===== src/rtl/uart_tx_sched.sv =====
// Round-robin scheduler sharing one 8N1 UART transmit line between N_REQ byte producers.
// Latches the winning byte with a one-cycle ack and serialises start, 8 data (LSB first), stop.
module uart_tx_sched #(
  parameter int unsigned N_REQ      = 4,
  parameter int unsigned BIT_CYCLES = 10416
) (
  input  logic                     clk,
  input  logic                     rstn,
  input  logic                     en,
  input  logic [N_REQ-1:0]         req,
  input  logic [8*N_REQ-1:0]       data,
  output logic [N_REQ-1:0]         ack,
  output logic [$clog2(N_REQ)-1:0] cur_id,
  output logic                     busy,
  output logic                     txd
);

  localparam int unsigned IdW  = $clog2(N_REQ);
  localparam int unsigned CntW = $clog2(BIT_CYCLES);
  localparam logic [CntW-1:0] BitLast = CntW'(BIT_CYCLES - 1);

  typedef enum logic [1:0] {StIdle, StStart, StData, StStop} state_e;

  state_e           state_q, state_d;
  logic [CntW-1:0]  bcnt_q, bcnt_d;
  logic [2:0]       bidx_q, bidx_d;
  logic [7:0]       shreg_q, shreg_d;
  logic [IdW-1:0]   ptr_q, ptr_d;
  logic [IdW-1:0]   cur_id_q, cur_id_d;
  logic [N_REQ-1:0] ack_q, ack_d;
  logic             busy_q, busy_d;
  logic             txd_q, txd_d;

  logic             found;
  logic [IdW-1:0]   win;

  // First requester at or after ptr, wrapping modulo N_REQ.
  always_comb begin
    int unsigned j;
    found = 1'b0;
    win   = '0;
    j     = 0;
    for (int unsigned k = 0; k < N_REQ; k++) begin
      j = (32'(ptr_q) + k) % N_REQ;
      if (!found && req[j]) begin
        found = 1'b1;
        win   = IdW'(j);
      end
    end
  end

  always_comb begin
    state_d  = state_q;
    bcnt_d   = bcnt_q;
    bidx_d   = bidx_q;
    shreg_d  = shreg_q;
    ptr_d    = ptr_q;
    cur_id_d = cur_id_q;
    ack_d    = '0;
    busy_d   = busy_q;
    txd_d    = txd_q;
    unique case (state_q)
      StIdle: begin
        if (en && found) begin
          shreg_d    = data[8*win +: 8];
          ack_d[win] = 1'b1;
          cur_id_d   = win;
          ptr_d      = IdW'((32'(win) + 1) % N_REQ);
          bcnt_d     = '0;
          txd_d      = 1'b0;
          busy_d     = 1'b1;
          state_d    = StStart;
        end
      end
      StStart: begin
        if (bcnt_q == BitLast) begin
          state_d = StData;
          txd_d   = shreg_q[0];
          bidx_d  = '0;
          bcnt_d  = '0;
        end else begin
          bcnt_d = bcnt_q + 1'b1;
        end
      end
      StData: begin
        if (bcnt_q == BitLast) begin
          bcnt_d = '0;
          if (bidx_q == 3'd7) begin
            state_d = StStop;
            txd_d   = 1'b1;
          end else begin
            // Next bit is shreg_q[1], i.e. bit 0 after the shift.
            shreg_d = shreg_q >> 1;
            txd_d   = shreg_q[1];
            bidx_d  = bidx_q + 3'd1;
          end
        end else begin
          bcnt_d = bcnt_q + 1'b1;
        end
      end
      StStop: begin
        if (bcnt_q == BitLast) begin
          state_d = StIdle;
          busy_d  = 1'b0;
          bcnt_d  = '0;
        end else begin
          bcnt_d = bcnt_q + 1'b1;
        end
      end
      default: state_d = StIdle;
    endcase
  end

  always_ff @(posedge clk) begin
    if (!rstn) begin
      state_q  <= StIdle;
      bcnt_q   <= '0;
      bidx_q   <= '0;
      shreg_q  <= '0;
      ptr_q    <= '0;
      cur_id_q <= '0;
      ack_q    <= '0;
      busy_q   <= 1'b0;
      txd_q    <= 1'b1;
    end else begin
      state_q  <= state_d;
      bcnt_q   <= bcnt_d;
      bidx_q   <= bidx_d;
      shreg_q  <= shreg_d;
      ptr_q    <= ptr_d;
      cur_id_q <= cur_id_d;
      ack_q    <= ack_d;
      busy_q   <= busy_d;
      txd_q    <= txd_d;
    end
  end

  assign ack    = ack_q;
  assign cur_id = cur_id_q;
  assign busy   = busy_q;
  assign txd    = txd_q;

endmodule


===== config.mk =====
export PLATFORM = sky130hd
export DESIGN_NAME = uart_tx_sched
export DESIGN_NICKNAME = d
export VERILOG_FILES = /design/src/rtl/uart_tx_sched.sv
export SDC_FILE = /design/constraint.sdc
export NUM_CORES = 1
export LEC_CHECK = 0
export BUFFER_PORTS_ARGS = -buffer_cell sky130_fd_sc_hd__buf_2
export CORE_UTILIZATION = 30
export CTS_CLUSTER_DIAMETER = 200
export DETAILED_ROUTE_END_ITERATION = 8
export GPL_TIMING_DRIVEN = 0
export HOLD_SLACK_MARGIN = 0.03
export PLACE_DENSITY = 0.49
export SLEW_MARGIN = 20
export SYNTH_ARGS = -nofsm -noshare
export SYNTH_HDL_FRONTEND = slang
export SYNTH_SLANG_ARGS = --single-unit

===== constraint.sdc =====
create_clock -name clk -period 4.71 [get_ports clk]
set_clock_uncertainty 0.05 [all_clocks]
set_input_delay 0.7065 -clock clk [delete_from_list [all_inputs] [get_ports clk]]
set_output_delay 0.7065 -clock clk [all_outputs]
set_load 0.03 [all_outputs]

==> out/metrics.sh, run 1 <==
SETUP-TNS-FINAL_NS=0
CTS_MAX_LEVEL=2
ANTENNA_VIOLATING_NETS_POST_ROUTE=0
FIRST_PASS_GRT_WIRE_LENGTH_UM=9430
BUSIEST_LAYER='met2'
STATIC-LEAKAGE-POWER_nW=1.09
POWER-PER-CELL-AREA_nW_PER_UM2=427
DIE_WIDTH_UM=88.7
POST_ROUTE_CELLS_DRIVE_ABOVE_1_SHARE_PCT=19.5
GLOBALROUTEMET1UTIL_PCT=22.4
FF_LATCH_AREA_UM2=741
CLKTRANSATPATHREGS_NS=0.07
CLOCK.FMAX_MHz=445
DP.FINAL_HPWL_UM=4360
CRITPATHCAPTURETYPE='flip-flop'
FINAL_HOLD_VIOL_COUNT=0
FINAL_CRITICAL_PATH_SETUP_SLACK_NS=2.46
REG2REGPATHDEPTH=7
VIAS=2180
BUFFER_PORTS.INSERTED=45
ROW_COUNT=31
HOLDCRITSTARTPOINT='cur_id[0]'
VDD.IR_DROP.WORST_uV=117
HOLD_PATH_CLASS='flip-flop to flip-flop'
DRT-VIAS-PER-INSTANCE=5.05
TIMING.CRITICAL_PATH.CELLS='buf_2 > nor2_1 > nor4_1 > nor2_2 > inv_2 > ha_1 > nand2_1 > a21oi_1'
R2R-START='state_q[0]'
WORSTSKEWPAIRLATENCY_NS=0.29
CTS_SINKS=37
MOST-COMMON-LAYOUT-CELLS='sky130_fd_sc_hd__buf_2, sky130_fd_sc_hd__dfxtp_1, sky130_fd_sc_hd__nand2_1, sky130_fd_sc_hd__o21ai_0, sky130_fd_sc_hd__nor2_1'
ROUTEDWLPERCELL_UM=13.4
CRITPATHARRIVALTIME_NS=2.41
RSZ0062_AT_GRT='false'
LAYOUT.CORE_UTILIZATION_PCT=37.1
FINALWIRELENGTH_UM=5770
COMBINED_AREA_OF_THE_MULTI_INPUT_LOGIC_CELLS_UM2=1420
GRT.MET3_USAGE_PCT=3.17
HOLD_PATH_DEPTH=2
EFFECTIVE_UTILIZATION_AT_FLOORPLAN_PCT=31.1
YS_FF_LATCH=37
GROUTE.LAYER.MET2.USAGE_PCT=23.4
GRT_PASS1_VIAS=1944
DIE_H_UM=88.7
SEQUENTIAL_TO_TOTAL_AREA_SHARE_FROM_YOSYS_STAT_PCT=32.8
BUFFER_TYPE_AT_THE_CLOCK_TREE_ROOT='sky130_fd_sc_hd__clkbuf_8'
CTS_TREE='yes'
POST-PLACE-CELLS=425
WORSTPATHMAXFANOUT=11
RUN_STATUS='finished, final reports clean'
CRITICAL_PATH.TOP_DELAY_FAMILY='simple AND/OR/NAND/NOR gates'
LARGEST_NET_DEGREE_AT_THE_START_OF_GLOBAL_ROUTING=12
FIRST_PASS_ITERS=5
MOSTFREQUENTLAYOUTCELL='sky130_fd_sc_hd__buf_2'
IO_PINS=47
CTS.REPAIR.RESIZED=0
POST_CTS_HOLD_BUFFER_COUNT=0
WORST_PIN_SLEW_NS=0.692
FINAL.PERIOD_UTILIZATION_PCT=47.7
CPMAXSTAGEDELAYCELL='sky130_fd_sc_hd__nor2_2'
PATH_BUF_INV=2
HOLD-PATH-ENDPOINT='cur_id[0]'
RR_ENDPOINT='bcnt_q[12]'
POST_CTS.REPAIR.SETUP_BUFFERS=0
SYN_AVG_CELL_AREA_UM2=8.03
SYNTHESIS.YOSYS.WARNINGS=0
SLEW_VIOLATIONS=0
DRV_CAP=0
SYNTHESIS.NETS=332
FIN_CRIT_NS=2.25
AREA.GROWTH.SYNTH_TO_FINAL_PCT=19.3
SETUP-VIOLATIONS-FINAL=0
DIE_AREA_UM2=7870
SYNTH_TOP_AREA_SHARE_PCT=32.8
R2R_SETUP_SLACK_NS=2.62
GR-TOTAL-OVERFLOW=0
FINAL_CELLS=432
POWER.TOTAL_mW=1.15
SYN_INST=281
PRECTSSETUPSLACK_NS=2.12
COREAREA_UM2=7250
CRIT_TYPE='primary input to flip-flop'
N_ANTENNA_CELL=0
FINAL_ESTIMATED_ROUTING_CONGESTION_IN_GLOBAL_PLACEMENT=0.796
SYNTH.CELL_AREA_UM2=2260
REMAINING_ROUTING_DRC_VIOLATIONS=0
SLEW-LIMIT-HEADROOM_PCT=53.3
WORST-ENDPOINT-REQUIRED_NS=4.87
GLOBAL_ROUTE.USAGE.TOTAL_PCT=15.6
ANTENNA_FOUND_INITIAL=0
SYNTH_LARGEST_AREA_CELL='sky130_fd_sc_hd__dfxtp_1'
DESIGN.FINAL.NETS=384
SYNTH_CELL_TYPES=53
EDFF_COUNT_SYNTH=0
FIRST_ITER_VIOLATIONS=91
ASYNC_FLOP_SHARE_PCT=0
CLOCK_PATH_BUFFERS=2
CRIT_PATH_START_KIND='primary input'
SLOWEST_DELAY_NS=0.45
N_FILL_CELL=793
SYNTH_FLOP_CELL='sky130_fd_sc_hd__dfxtp_1'
POST_SYNTH_MAIN_AREA_CONTRIBUTORS='sky130_fd_sc_hd__dfxtp_1, sky130_fd_sc_hd__ha_1, sky130_fd_sc_hd__o21ai_0'
CTS_INSERTED_BUFFERS=5
-- cells by family after synthesis --
logic type | after synthesis | share of synthesized area [%]
fa+ha+maj | 12 | 6.66
compound gates | 83 | 25.0
buf+inv | 23 | 4.16
flops | 37 | 32.8
mux | 5 | 2.27
xor+xnor | 11 | 4.27
simple gates | 110 | 24.8
-- worst reg2reg max path: cells and delay by family, from the launching register on --
family	cells	cell delay, ns
and+or+nand+nor	2	0.60
AOI/OAI and AO/OA	2	0.48
DFF	1	0.37
buffers and inverters	2	0.34
adders and majority gates	1	0.20
-- flip-flops by register name, indices dropped and copies added (netlist names) --
name,cells
bidx_q,3
cur_id,2
bcnt_q,14
txd,1
ptr_q,2
state_q,2
ack,4
busy,1
shreg_q,8
-- worst max path at each step --
stage	from	end	slack [ns]	cells past startpoint
final	req[3]	ptr_q[1]	2.46	8
after global routing	req[3]	ptr_q[1]	2.32	8
after CTS	req[2]	bcnt_q[2]	2.42	6
after detailed placement	req[2]	bcnt_q[0]	2.12	6
after global placement	req[2]	bcnt_q[10]	2.17	6
after floorplan	req[2]	shreg_q[2]	2.65	5
-- layout make-up --
cell class	instances	area share, %
flip-flops and latches	37	27.5
clock buffers	7	3.21
multi-input cells	221	52.8
well taps	99	4.60
repair buffers	45	8.37
plain buffers	14	2.23
inverters	9	1.26
-- per-layer routing --
layer | vias to the layer above | wire, um
met5 | - | 0
met4 | 0 | 57
met3 | 5 | 182
met2 | 33 | 2640
met1 | 1005 | 2890
li1 | 1137 | -
-- synth_stat cells (8+ instances only) --
| cell type | number |
|---|---|
| sky130_fd_sc_hd__and3_1 | 9 |
| sky130_fd_sc_hd__dfxtp_1 | 37 |
| sky130_fd_sc_hd__a21oi_1 | 16 |
| sky130_fd_sc_hd__a211o_1 | 13 |
| sky130_fd_sc_hd__nor2_1 | 23 |
| sky130_fd_sc_hd__clkbuf_1 | 8 |
| sky130_fd_sc_hd__nand3_1 | 21 |
| sky130_fd_sc_hd__xor2_1 | 9 |
| sky130_fd_sc_hd__ha_1 | 12 |
| sky130_fd_sc_hd__o21ai_0 | 26 |
| sky130_fd_sc_hd__nand2_1 | 26 |
-- metrics by stage --
step	hold slack [ns]	cell area, um^2
2_1_floorplan	0.395	2260
3_3_place_gp	0.394	2610
3_5_place_dp	0.397	2610
4_1_cts	0.407	2690
5_1_grt	0.428	2690
6_report	0.402	2690
-- power breakdown --
part           internal (mW)  total, mW  switching, mW
Sequential             0.371      0.406         0.0351
Clock                  0.116      0.223          0.107
Combinational          0.188      0.522          0.334
Power figures use the tool's default switching activity.
==> run 2, diff against run 1 <==
--- a/config.mk
+++ b/config.mk
@@ -11,7 +11,7 @@
 export DETAILED_ROUTE_END_ITERATION = 8
 export GPL_TIMING_DRIVEN = 0
 export HOLD_SLACK_MARGIN = 0.03
-export PLACE_DENSITY = 0.49
+export PLACE_DENSITY = 0.51
 export SLEW_MARGIN = 20
 export SYNTH_ARGS = -nofsm -noshare
 export SYNTH_HDL_FRONTEND = slang
==> constraint.sdc (replaced) <==
create_clock -name clk -period 1.8 [get_ports clk]
set_clock_uncertainty 0.05 [all_clocks]
set_input_delay 0.27 -clock clk [delete_from_list [all_inputs] [get_ports clk]]
set_output_delay 0.27 -clock clk [all_outputs]
set_load 0.03 [all_outputs]
==> run 2 against run 1 <==
  * Register-to-register slack got worse by 2.6 ns
  * Combinational power increased to 3.3 times the previous value
  * Critical path depth fell by 2
  * Via count grew 5.7%
  * Sequential power grew to 2.7 times the previous value
  * Total power rose to 3.2 times the previous value
  * Clock power grew to 3.9 times the previous value
  * Cell count rose by 2.8%
  * First-iteration DRC count is 2.2% higher
  * Design area rose by 14%
  * Routed wire length rose by 7.6%
  * Critical path type is now flip-flop to flip-flop
==> out/metrics.sh, run 2 (synthesis gave the netlist of run 1 again) <==
CTS_INSERTED_BUFFERS=5  # unchanged
LARGEST_REG_FLOPS=14  # unchanged
DIE_H_UM=88.7  # unchanged
SLEW-LIMIT-HEADROOM_PCT=67.9  # +15 points
WORST_PIN_SLEW_NS=0.480  # -0.212 ns
POST-PLACE-CELLS=425  # unchanged
POWER.TOTAL_mW=3.65  # +220%
RUN_STATUS='finished, final reports clean'
CLKTRANSATPATHREGS_NS=0.08  # about the same
DESIGN.FINAL.NETS=395  # +2.9%
CTS_TREE='yes'
POWER-PER-CELL-AREA_nW_PER_UM2=1190  # +180%
CLOCK_PATH_BUFFERS=2  # unchanged
DRT-VIAS-PER-INSTANCE=5.19  # +2.8%
ANTENNA_VIOLATING_NETS_POST_ROUTE=0  # unchanged
EFFECTIVE_UTILIZATION_AT_FLOORPLAN_PCT=31.1  # unchanged
VDD.IR_DROP.WORST_uV=458  # +290%
N_ANTENNA_CELL=0  # unchanged
DRV_CAP=0  # unchanged
ANTENNA_FOUND_INITIAL=0  # unchanged
SETUP-VIOLATIONS-FINAL=0  # unchanged
INTERNAL_POWER_mW=2.23  # +230%
IO_PINS=47  # unchanged
WORSTPATHMAXFANOUT=8  # -3
GLOBALROUTEMET1UTIL_PCT=22.7  # +0.30 points
RSZ0062_AT_GRT='true'
FIN_CRIT_NS=1.75
DIE_WIDTH_UM=88.7  # unchanged
FINAL_ESTIMATED_ROUTING_CONGESTION_IN_GLOBAL_PLACEMENT=0.790  # -0.74%
CPMAXSTAGEDELAYCELL='sky130_fd_sc_hd__or4_4'
MOST-COMMON-LAYOUT-CELLS='sky130_fd_sc_hd__buf_2, sky130_fd_sc_hd__dfxtp_1, sky130_fd_sc_hd__o21ai_0, sky130_fd_sc_hd__nand2_1, sky130_fd_sc_hd__nor2_1'
SEQUENTIALPOWERSHARE_PCT=29.5  # -5.8 points
BUFFER_TYPE_AT_THE_CLOCK_TREE_ROOT='sky130_fd_sc_hd__clkbuf_8'
CTS_MAX_LEVEL=2  # unchanged
SETUP-TNS-FINAL_NS=0  # unchanged
POWER.SWITCHING_mW=1.41  # +200%
STATIC-LEAKAGE-POWER_nW=1.24  # +14%
FINAL_CELLS=444  # +2.8%
VIAS=2304  # +5.7%
GROUTE.LAYER.MET2.USAGE_PCT=24.3  # +0.98 points
BUFFER_PORTS.INSERTED=45  # unchanged
GLOBAL_ROUTE.USAGE.TOTAL_PCT=16.1  # +0.48 points
FINAL.PERIOD_UTILIZATION_PCT=97.3
GR-TOTAL-OVERFLOW=0  # unchanged
COREAREA_UM2=7250  # unchanged
REGMOSTFLOPS='bcnt_q'
REMAINING_ROUTING_DRC_VIOLATIONS=0  # unchanged
GRT.MET3_USAGE_PCT=3.45  # +0.28 points
CLOCK.FMAX_MHz=571
BUSIEST_LAYER='met2'
FIRST_ITER_VIOLATIONS=93  # +2.2%
FINAL_HOLD_VIOL_COUNT=0  # unchanged
AREA.GROWTH.SYNTH_TO_FINAL_PCT=35.8
DP.FINAL_HPWL_UM=4290  # -1.5%
FIRST_PASS_ITERS=4  # -1
POST_CTS_HOLD_BUFFER_COUNT=0  # unchanged
CRITPATHCAPTURETYPE='flip-flop'
LARGEST_NET_DEGREE_AT_THE_START_OF_GLOBAL_ROUTING=13  # +1
CRIT_PATH_START_KIND='flip-flop'
CRITICAL_PATH.TOP_DELAY_FAMILY='simple AND/OR/NAND/NOR gates'
CLKPWRFRAC_PCT=23.7  # +4.3 points
LAYOUT.CORE_UTILIZATION_PCT=42.2  # +5.1 points
WORSTSKEWPAIRLATENCY_NS=0.30  # about the same
PATH_BUF_INV=2  # unchanged
SLOWEST_DELAY_NS=0.53  # +0.08 ns
P_SW_SHARE_PCT=38.8  # -2.6 points
CRIT_TYPE='flip-flop to flip-flop'
DIE_AREA_UM2=7870  # unchanged
SLEW_VIOLATIONS=0  # unchanged
CRITPATHARRIVALTIME_NS=1.89  # -0.52 ns
POST_ROUTE_CELLS_DRIVE_ABOVE_1_SHARE_PCT=33.6  # +14 points
CTS_SINKS=37  # unchanged
FINALWIRELENGTH_UM=6210  # +7.6%
TIMING.CRITICAL_PATH.CELLS='buf_6 > buf_4 > or4_4 > nand3_1 > a221oi_1 > o31a_1'
HOLD_PATH_CLASS='primary input to flip-flop'
GRT_PASS1_VIAS=2066  # +6.3%
FIRST_PASS_GRT_WIRE_LENGTH_UM=9850  # +4.5%
ROUTEDWLPERCELL_UM=14.0  # +4.7%
MOSTFREQUENTLAYOUTCELL='sky130_fd_sc_hd__buf_2'
ROW_COUNT=31  # unchanged
COMBINATIONALPOWERSHARE_PCT=46.8  # +1.4 points
WORST-ENDPOINT-REQUIRED_NS=1.94  # -2.93 ns
run 2: cell types whose count changed in the layout (fill, tap and decap cells not counted), moves of 3 or more:
cell	previous run	this run
sky130_fd_sc_hd__nor4b_2	0	3
sky130_fd_sc_hd__nand3_1	21	18
sky130_fd_sc_hd__buf_4	0	11
sky130_fd_sc_hd__dfxtp_2	0	6
sky130_fd_sc_hd__nand3_2	0	3
sky130_fd_sc_hd__clkbuf_1	9	3
sky130_fd_sc_hd__nor4b_1	3	0
sky130_fd_sc_hd__buf_6	0	5
sky130_fd_sc_hd__dfxtp_1	37	31
run 2: worst min-delay path, stage by stage:
cell and delay, ns:
sky130_fd_sc_hd__buf_2 0.10, sky130_fd_sc_hd__nand3_2 0.04, sky130_fd_sc_hd__a211o_1 0.11, sky130_fd_sc_hd__a31oi_1 0.07
run 2: power by group through the flow:
stage | logic (mW) | clock network, mW | registers, mW
after global placement | 1.38 | 0 | 1.08
after floorplan | 0.974 | 0 | 1.13
after global routing | 1.90 | 0.930 | 1.09
final | 1.71 | 0.864 | 1.08
after CTS | 1.53 | 0.883 | 1.07
after detailed placement | 1.38 | 0 | 1.08
run 2: routing by layer:
metal  wire length [um]  vias to the layer above
li1                   -                     1156
met1               3140                     1107
met2               2810                       35
met3                187                        6
met4                 82                        0
met5                  0                        -
run 2: timing repair:
action | 4_1_cts | 5_1_grt
gates resized for setup | 27 | 37
endpoints found under the setup margin | 28 | 29
setup buffers | 5 | 5
pin swaps | 5 | 13
cloned | 0 | 2
run 2: worst paths after layout:
check | start | end | slack [ns] | cells after the start
worst max-delay path | ptr_q[1] | shreg_q[2] | 0.05 | 6
worst min-delay path | data[29] | shreg_q[5] | 0.30 | 4
worst max register to register | ptr_q[1] | shreg_q[2] | 0.05 | 6
worst min register to register | cur_id[1] | cur_id[1] | 0.40 | 2
run 2: area by class of cell:
| cell class | count | area, um^2 |
|---|---|---|
| buffer | 13 | 93.8 |
| clock buffer | 5 | 68.8 |
| clock inverter | 3 | 65.1 |
| fill | 769 | 4190 |
| inverter | 9 | 36.3 |
| multi-input combinational | 221 | 1610 |
| sequential | 37 | 748 |
| tap | 99 | 124 |
| timing repair buffer | 57 | 323 |
run 2: per-stage QoR:
| stage | area [um^2] | hold slack (ns) | setup slack, ns |
|---|---|---|---|
| after global routing | 3060 | 0.307 | -0.0135 |
| after CTS | 2890 | 0.295 | 0.00327 |
| final | 3060 | 0.300 | 0.0481 |
| after detailed placement | 2610 | 0.396 | -0.315 |
| after global placement | 2610 | 0.393 | -0.318 |
| after floorplan | 2260 | 0.395 | 0.00193 |
==> run 3, diff against run 2 <==
--- a/config.mk
+++ b/config.mk
@@ -5,13 +5,13 @@
 export SDC_FILE = /design/constraint.sdc
 export NUM_CORES = 1
 export LEC_CHECK = 0
-export BUFFER_PORTS_ARGS = -buffer_cell sky130_fd_sc_hd__buf_2
 export CORE_UTILIZATION = 30
 export CTS_CLUSTER_DIAMETER = 200
 export DETAILED_ROUTE_END_ITERATION = 8
+export DONT_BUFFER_PORTS = 1
 export GPL_TIMING_DRIVEN = 0
 export HOLD_SLACK_MARGIN = 0.03
-export PLACE_DENSITY = 0.51
+export PLACE_DENSITY = 0.45
 export SLEW_MARGIN = 20
 export SYNTH_ARGS = -nofsm -noshare
 export SYNTH_HDL_FRONTEND = slang
==> run 3 against run 2 <==
  * Hold slack lost 0.11 ns
  * Sequential power grew 6%
  * Clock power shrank 12%
  * Routed wire length grew 0.56%
  * Worst setup slack lost 0.0026 ns
  * Register-to-register slack is essentially flat
  * Critical path type unchanged
  * Critical endpoint is now bcnt_q[12]
  * Largest power group unchanged
==> out/metrics.sh, run 3 (synthesis gave the netlist of run 1 again) <==
ANTENNA_VIOLATING_NETS_POST_ROUTE=0  # unchanged
ANTENNA_FOUND_INITIAL=0  # unchanged
DP.FINAL_HPWL_UM=4260  # -0.66%
SETUP-VIOLATIONS-FINAL=0  # unchanged
FIRST_PASS_GRT_WIRE_LENGTH_UM=9360  # -5.0%
CRITPATHCAPTURETYPE='flip-flop'
REMAINING_ROUTING_DRC_VIOLATIONS=0  # unchanged
VDD.IR_DROP.WORST_uV=339  # -26%
DRT-VIAS-PER-INSTANCE=5.31  # +2.3%
SLEW-LIMIT-HEADROOM_PCT=47.3  # -21 points
LARGEST_NET_DEGREE_AT_THE_START_OF_GLOBAL_ROUTING=13  # unchanged
POST-PLACE-CELLS=380  # -11%
GRT_PASS1_VIAS=1877  # -9.1%
AREA.GROWTH.SYNTH_TO_FINAL_PCT=25.8
CRITPATHARRIVALTIME_NS=1.93  # +0.04 ns
MOST-COMMON-LAYOUT-CELLS='sky130_fd_sc_hd__dfxtp_1, sky130_fd_sc_hd__nand2_1, sky130_fd_sc_hd__o21ai_0'
PLACED_AREA_UM2=2390  # -8.6%
COREAREA_UM2=7250  # unchanged
WORSTSKEWPAIRLATENCY_NS=0.29  # about the same
CTS_SINKS=37  # unchanged
FINAL_CELLS=402  # -9.5%
FINAL.PERIOD_UTILIZATION_PCT=97.5  # +0.14 points
IO_PINS=47  # unchanged
CTS_INSERTED_BUFFERS=5  # unchanged
DESIGN.FINAL.NETS=353  # -11%
SETUP-TNS-FINAL_NS=0  # unchanged
CRIT_TYPE='flip-flop to flip-flop'
CRIT_PATH_START_KIND='flip-flop'
SLEW_VIOLATIONS=0  # unchanged
FIN_AREA_UM2=2840  # -7.4%
CLOCK.FMAX_MHz=570  # -0.15%
FINALWIRELENGTH_UM=6250  # +0.56%
TIMING.CRITICAL_PATH.CELLS='ha_4 > and4_4 > and4_4 > buf_8 > or4_4 > a21oi_1'
HOLDCRITSTARTPOINT='data[24]'
EFFECTIVE_UTILIZATION_AT_FLOORPLAN_PCT=31.1  # unchanged
CTS_TREE='yes'
LARGEST_REG_FLOPS=14  # unchanged
RUN_STATUS='finished, final reports clean'
WORSTSETUPSTARTPOINT='bcnt_q[1]'
REGMOSTFLOPS='bcnt_q'
ROUTEDWLPERCELL_UM=15.5  # +11%
DIE_WIDTH_UM=88.7  # unchanged
WORSTPATHMAXFANOUT=7  # -1
N_ANTENNA_CELL=0  # unchanged
POST_ROUTE_CELLS_DRIVE_ABOVE_1_SHARE_PCT=23.4  # -10 points
STATIC-LEAKAGE-POWER_nW=1.05  # -16%
GR-TOTAL-OVERFLOW=0  # unchanged
HOLD_PATH_CLASS='primary input to flip-flop'
VIAS=2133  # -7.4%
FIRST_ITER_VIOLATIONS=106  # +14%
ROW_COUNT=31  # unchanged
FINAL_CRITICAL_PATH_SETUP_SLACK_NS=0.0455  # -0.00259 ns
R2R-START='bcnt_q[1]'
LAYOUT.CORE_UTILIZATION_PCT=39.1  # -3.1 points
FINAL_HOLD_VIOL_COUNT=0  # unchanged
CLKTRANSATPATHREGS_NS=0.08  # about the same
PRECTSSETUPSLACK_NS=-0.287  # +0.0280 ns
BUFFER_PORTS.INSERTED=0  # -100%
CLOCK_PATH_BUFFERS=2  # unchanged
FIRST_PASS_ITERS=4  # unchanged
WORST_PIN_SLEW_NS=0.781  # +0.301 ns
DRV_CAP=0  # unchanged
FIN_CRIT_NS=1.75  # +0.00259 ns
CTS_MAX_LEVEL=2  # unchanged
CPMAXSTAGEDELAYCELL='sky130_fd_sc_hd__or4_4'
SLOWEST_DELAY_NS=0.49  # -0.04 ns
DIE_AREA_UM2=7870  # unchanged
FINAL_ESTIMATED_ROUTING_CONGESTION_IN_GLOBAL_PLACEMENT=0.693  # -12%
BUFFER_TYPE_AT_THE_CLOCK_TREE_ROOT='sky130_fd_sc_hd__clkbuf_8'
POWER-PER-CELL-AREA_nW_PER_UM2=1240  # +4.2%
DIE_H_UM=88.7  # unchanged
CRITICAL_PATH.MOST_COMMON_CELL='sky130_fd_sc_hd__and4_4'
PATH_BUF_INV=1  # -1
WORST-ENDPOINT-REQUIRED_NS=1.97  # +0.03 ns
RSZ0062_AT_GRT='true'
GLOBAL_ROUTE.USAGE.TOTAL_PCT=15.4  # -0.75 points
CRITICAL_PATH.TOP_DELAY_FAMILY='simple AND/OR/NAND/NOR gates'
MOSTFREQUENTLAYOUTCELL='sky130_fd_sc_hd__dfxtp_1'
-- run 3: cell count changes in the layout (fill, tap and decap cells not counted), sizes merged --
cell and delta:
buf -40, clkinv -1, bufinv -1
-- run 3: cell type report --
cell class | instances | area (um^2)
fillers | 749 | 4420
well taps | 99 | 124
clock inverters | 1 | 30.0
repair buffers | 15 | 124
flip-flops and latches | 37 | 748
inverters | 9 | 36.3
clock buffers | 7 | 86.3
multi-input cells | 221 | 1590
plain buffers | 13 | 103
-- run 3: path summary, 6_finish.rpt --
| path | end | cells after the start | slack (ns) |
|---|---|---|---|
| min | shreg_q[0] | 3 | 0.19 |
| max reg2reg | bcnt_q[12] | 6 | 0.05 |
| min reg2reg | bcnt_q[1] | 2 | 0.43 |
| max | bcnt_q[12] | 6 | 0.05 |
-- run 3: where the power goes --
part           internal, mW  switching, mW  leakage, nW
sequential            0.980          0.165        0.304
clock                 0.452          0.305       0.0585
combinational         0.697          0.920        0.684
-- run 3: per-stage QoR --
step | power, mW | hold WS, ns
detailed placement | 2.40 | 0.419
global placement | 2.39 | 0.411
finish | 3.52 | 0.192
global route | 3.77 | 0.203
CTS | 3.25 | 0.183
floorplan | 2.10 | 0.395
-- run 3: layer usage --
layer / global-route usage, % / routed length, um / vias up
met2: 24.2 / 2870 / 50
met4: 4.40 / 69 / 0
met3: 2.61 / 214 / 5
met1: 21.5 / 3090 / 1010
met5: 0 / 0 / -
li1: - / - / 1068
-- run 3: worst register-to-register path: stages (launching register included) --
cell and delay [ns]:
sky130_fd_sc_hd__dfxtp_2 0.34, sky130_fd_sc_hd__ha_4 0.16, sky130_fd_sc_hd__and4_4 0.20, sky130_fd_sc_hd__and4_4 0.17
sky130_fd_sc_hd__buf_8 0.13, sky130_fd_sc_hd__or4_4 0.50, sky130_fd_sc_hd__a21oi_1 0.14
-- run 3: what timing repair did --
| item | CTS | global route |
|---|---|---|
| cloned | 0 | 2 |
| pin swaps | 8 | 17 |
| resized for setup | 22 | 48 |
| setup endpoints to repair | 32 | 29 |
| buffers inserted | 6 | 7 |
| hold buffers | 0 | 0 |
